--- config.mk ---
export PLATFORM = sky130hd
export DESIGN_NAME = mem_wb_stage
export DESIGN_NICKNAME = d
export VERILOG_FILES = /design/src/rtl/mem_wb_stage.sv
export SDC_FILE = /design/constraint.sdc
export NUM_CORES = 1
export LEC_CHECK = 0
export CAP_MARGIN = 15
export CELL_PAD_IN_SITES_DETAIL_PLACEMENT = 0
export CELL_PAD_IN_SITES_GLOBAL_PLACEMENT = 1
export CORE_MARGIN = 10
export CORE_UTILIZATION = 30
export CTS_CLUSTER_SIZE = 16
export DETAILED_ROUTE_END_ITERATION = 10
export DONT_BUFFER_PORTS = 1
export GPL_TIMING_DRIVEN = 0
export PLACE_DENSITY_LB_ADDON = 0.1
export SETUP_SLACK_MARGIN = 0.1
export SYNTH_ARGS = -nofsm -noshare
export SYNTH_HDL_FRONTEND = slang
export SYNTH_SLANG_ARGS = --single-unit
--- constraint.sdc ---
create_clock -name clk -period 2.2 [get_ports clk]
set_input_delay 0.44 -clock clk [delete_from_list [all_inputs] [get_ports clk]]
set_output_delay 0.44 -clock clk [all_outputs]
set_load 0.05 [all_outputs]
--- src/rtl/mem_wb_stage.sv ---
// MEM/WB pipeline boundary: registers the MEM result, drives the GPR write port,
// and owns the architectural HI/LO and LL/SC link bit with bypass to earlier stages.
module mem_wb_stage #(
   parameter int DW = 32,
   parameter int AW = 5
) (
   input  logic          clk,
   input  logic          rst,
   input  logic [5:0]    stall,
   input  logic          flush,
   input  logic [AW-1:0] mem_wd,
   input  logic          mem_wreg,
   input  logic [DW-1:0] mem_wdata,
   input  logic          mem_whilo,
   input  logic [DW-1:0] mem_hi,
   input  logic [DW-1:0] mem_lo,
   input  logic          mem_llbit_we,
   input  logic          mem_llbit_value,
   output logic [AW-1:0] wb_wd,
   output logic          wb_wreg,
   output logic [DW-1:0] wb_wdata,
   output logic          wb_whilo,
   output logic [DW-1:0] wb_hi,
   output logic [DW-1:0] wb_lo,
   output logic [DW-1:0] hi_o,
   output logic [DW-1:0] lo_o,
   output logic          llbit_o
);

   logic          wb_llbit_we;
   logic          wb_llbit_value;
   logic [DW-1:0] hi_r;
   logic [DW-1:0] lo_r;
   logic          llbit_r;
   logic          bubble;
   logic          unused_stall;

   assign unused_stall = ^stall[3:0];

   // MEM stalled while WB advances: WB must not re-execute MEM's held instruction.
   assign bubble = flush | (stall[4] & ~stall[5]);

   always_ff @(posedge clk) begin
      if (rst || bubble) begin
         wb_wd          <= '0;
         wb_wreg        <= 1'b0;
         wb_wdata       <= '0;
         wb_whilo       <= 1'b0;
         wb_hi          <= '0;
         wb_lo          <= '0;
         wb_llbit_we    <= 1'b0;
         wb_llbit_value <= 1'b0;
      end else if (!stall[4]) begin
         wb_wd          <= mem_wd;
         wb_wreg        <= mem_wreg;
         wb_wdata       <= mem_wdata;
         wb_whilo       <= mem_whilo;
         wb_hi          <= mem_hi;
         wb_lo          <= mem_lo;
         wb_llbit_we    <= mem_llbit_we;
         wb_llbit_value <= mem_llbit_value;
      end
   end

   // Rewriting the same value while WB is held is intentional.
   always_ff @(posedge clk) begin
      if (rst) begin
         hi_r <= '0;
         lo_r <= '0;
      end else if (wb_whilo) begin
         hi_r <= wb_hi;
         lo_r <= wb_lo;
      end
   end

   always_ff @(posedge clk) begin
      if (rst || flush)
         llbit_r <= 1'b0;
      else if (wb_llbit_we)
         llbit_r <= wb_llbit_value;
   end

   assign hi_o    = wb_whilo ? wb_hi : hi_r;
   assign lo_o    = wb_whilo ? wb_lo : lo_r;
   assign llbit_o = flush ? 1'b0 : (wb_llbit_we ? wb_llbit_value : llbit_r);

endmodule

* Yosys cells after proc, flatten, opt, wreduce, memory -nomap -nowiden *
Index checks and enable logic that the tools add are counted.

storage, ports and cells
  register bits after elaboration = 170
  input bits = 114
  output and inout port bits = 168
  word-level logic and storage cells = 20

cells by class
  mux-type cells = 4
  bitwise operators = 3
  reductions and logical operators = 2

operators by type and width
  kind              number
  $mux 32           2
  $logic_or 1x1->1  2
  $mux 1            2
  $and 1x1->1       1
  $not 1->1         1
  $or 1x1->1        1

* Logic depth before layout (Yosys ltp) *
  word-level depth = 4
  gate-level depth with buffers = 5
  depth with buffers taken out = 2

* Worst setup path before layout *
No wires, ideal clock.

  kind = reg2out
  from = reg wb_whilo
  to = out hi_o[0]
  data arrival time = 1.467 ns
  data required time = 1.760 ns
  setup slack = 0.293 ns
  stages on the path, launching flop included = 4
  buffers on the path = 2
  path through = dfxtp_1 > buf_4 > buf_6 > mux2_4

on the way
  longest elaborated chain between the ends = 1

ends and longest elaborated chain
  item                      line  RTL
  start: declaration        22    output logic wb_whilo,
  start signal: assignment  57    wb_whilo <= mem_whilo;
  $mux 32                   n/a
  end: declaration          25    output logic [DW-1:0] hi_o,

Every way passes these cells.

* Worst setup path after layout *
  from = reg wb_whilo
  to = out lo_o[13]

on the way
  longest elaborated chain between the ends = 1

ends and longest elaborated chain
  item              line  RTL
  $mux 32           n/a
  end: declaration  26    output logic [DW-1:0] lo_o,

Every way passes these cells.

==> summary.txt <==
Route
  – Initial DRT Pass Iterations: 6
  – DRC errors left: 0
  – Avg WL per Cell: 22.3 um
  – Antenna Violating Nets Remaining: 0
  – Starting DRT DRC Count: 273
  – Via density: 4.92
  – Total wire length: 22,200 um
  – Via count: 4,906

Place
  – Placed Instances: 963
  – Post-DP HPWL: 16,700 um
  – GPL Wtd Cong: 0.722
  – # port buffers: 0

Outcome
  – Outcome: finished, final reports clean

Global routing
  – Vias in the first global route: 4,984
  – Initial antenna violation count: 1
  – Grt total ovfl: 0
  – Total Routing Usage GR: 14.8%
  – Largest net degree at the start of global routing: 17
  – Global-route wire length before repair: 32,500 um

Timing
  – Hold Vio Cnt, Final: 0
  – TNS Setup: 0 ps
  – Slew @ Worst Pin: 676 ps
  – RSZ-0062 raised after global routing: yes
  – Relative slew slack: 54.9%
  – Fin crit period: 2100 ps
  – Max-slew violations: 0
  – Endpoints failing setup: 0
  – FMAX: 477 MHz
  – Worst Skew: 11.6 ps
  – Tcrit/Tclk final: 95.2%

Synth
  – Syn nets: 792
  – Synth Area per Inst: 10.0 um2
  – Number of synthesis warnings: 0
  – Register bit count reported by yosys: 170
  – Yosys cell types: 15
  – Seq/Total Area, Yosys: 50.0%
  – Synth Cell Area: 6800 um2
  – Post-synthesis cell count: 678

Critical path
  – Crit-path max cell delay: 490 ps
  – Worst-path cell chain: buf_12 -> buf_12 -> mux2_4
  – Reg2reg end: lo_r[18]
  – Crit path arrival time: 1660 ps
  – Most common cell on crit path: buf_12
  – Maximum fanout along the worst path: 10
  – CP startpoint kind: register
  – Critical Path End: lo_o[13]
  – Reg-to-reg slack, setup: 680 ps
  – Worst-case reg-to-reg path depth: 4
  – RR Startpoint: wb_whilo
  – Crit path capture type: output pin
  – WP data required: 1760 ps
  – Critical path class: register to output pin
  – Slowest library cell on the worst path: dfxtp_4
  – Worst Setup SP: wb_whilo

Run
  – Max_cap viols: 0

Cells and area
  – Nets: 813
  – Fin cells: 998
  – Area growth, synth to finish: 15.4%
  – Share of layout cells above drive strength 1: 18.3%

CTS
  – Clock Sinks: 170
  – Clk buf depth: 2
  – CTS buffer count: 17
  – Reg clk slew, reported paths: 70 ps
  – Clock Latency Late Sink: 430 ps
  – TritonCTS clock tree: yes
  – H-tree levels: 4
  – Hold Buf Count CTS: 0
  – Clock root buffer: clkbuf_16

Power
  – Clock share of power: 43.1%
  – NetSw: 1.87 mW
  – Leak: 2.82 nW
  – Final Power: 6.68 mW
  – Comb pwr share: 6.2%
  – Max IR drop VDD: 0.371 mV
  – Sequential Power Share: 50.7%
  – Sw Share: 28.0%
  – Pwr dens: 851 nW/um2
  – Internal power: 4.81 mW

Floorplan
  – Initial core utilization: 30.2%
  – Row count: 55
  – Placeable Area: 22,500 um2
  – I/O pins: 282
  – Die area: 29,100 um2
  – Die width: 171 um
  – Die height: 171 um

Min path
  – Worst hold path class: primary input to register
layer usage:
metal | global-route usage [%] | up-vias | wire length (um)
met1 | 16.4 | 2354 | 8540
met5 | 0 | - | 0
li1 | - | 2331 | -
met3 | 8.41 | 23 | 2800
met4 | 5.30 | 0 | 439
met2 | 23.3 | 198 | 10400
sequential cells by signal, indices dropped and copies added (netlist names):
register	flops
hi_r	32
lo_r	32
wb_hi	32
wb_lo	32
wb_wdata	32
wb_wd	5
llbit_r	1
wb_llbit_value	1
wb_llbit_we	1
wb_whilo	1
wb_wreg	1
worst min path at each step:
stage | from | to | depth (start not counted) | slack, ps
floorplan | wb_llbit_value | wb_llbit_value | 2 | 460
global placement | wb_llbit_value | wb_llbit_value | 2 | 480
detailed placement | wb_llbit_value | wb_llbit_value | 2 | 490
CTS | mem_lo[6] | wb_lo[6] | 2 | 130
global route | mem_lo[23] | wb_lo[23] | 2 | 130
finish | mem_lo[6] | wb_lo[6] | 2 | 160
logic make-up after synthesis:
group	Yosys count	synth area share, %
DFF	170	50.0
AOI/OAI and AO/OA	105	7.72
and+or+nand+nor	277	23.5
muxes	65	13.4
buffers and inverters	61	5.35
critical path, delay by kind of cell, from the launching register on:
kind                   cells  cell delay, ps
buffers and inverters      2             340
flip-flops                 1             490
multiplexers               1             400
what timing repair did:
item,in CTS,in global routing
endpoints found under the setup margin,64,63
buffers inserted,1,0
gates cloned,1,0
gates resized for setup,23,1
cells in the mapped netlist, drive strengths merged:
cell type / count / share of area (%)
mux2: 64 / 13
nor2b: 64 / 5.9
clkbuf: 24 / 1.3
or2: 1 / 0.092
nand3: 105 / 7.7
nor2: 2 / 0.11
nand2b: 105 / 9.7
a21oi: 105 / 7.7
dfxtp: 170 / 50
mux2i: 1 / 0.15
buf: 37 / 4.0
area by class of cell:
cell class	instances	area [um2]
diodes	1	2.50
plain buffers	61	423
clock buffers	20	447
clock inverters	12	108
fillers	2288	14700
multi-input cells	447	3070
flip-flops and latches	170	3410
well taps	285	357
repair buffers	2	40.0
power groups by stage:
stage / Sequential [mW] / Combinational, mW / Clock, mW
3_3_place_gp: 3.46 / 0.405 / 0
5_1_grt: 3.40 / 0.461 / 3.10
3_5_place_dp: 3.46 / 0.413 / 0
6_report: 3.39 / 0.417 / 2.88
2_1_floorplan: 3.43 / 0.313 / 0
4_1_cts: 3.39 / 0.428 / 2.98
cells in the final DEF, fill, tap and decap left out, types with 2 or more instances in the layout:
master and instances:
dfxtp_1 169, nand2b_1 105, nand3_1 105, a21oi_1 105
nor2b_1 64, mux2_4 56, clkbuf_1 26, clkbuf_16 17
buf_4 14, mux2_2 8, buf_2 8, buf_12 6
buf_6 5, buf_1 5, inv_6 5, clkinv_4 3
clkinvlp_4 2, inv_8 2
metrics by stage:
step	hold slack [ps]	cell area [um2]	setup slack, ps	util [%]
floorplan	463	6800	293	-
global placement	477	7160	54.1	31.8
detailed placement	494	7160	34.4	31.8
CTS	132	7840	47.7	34.9
global route	133	7850	16.9	34.9
finish	155	7850	105	34.9
(Power assumes the default switching activity.)
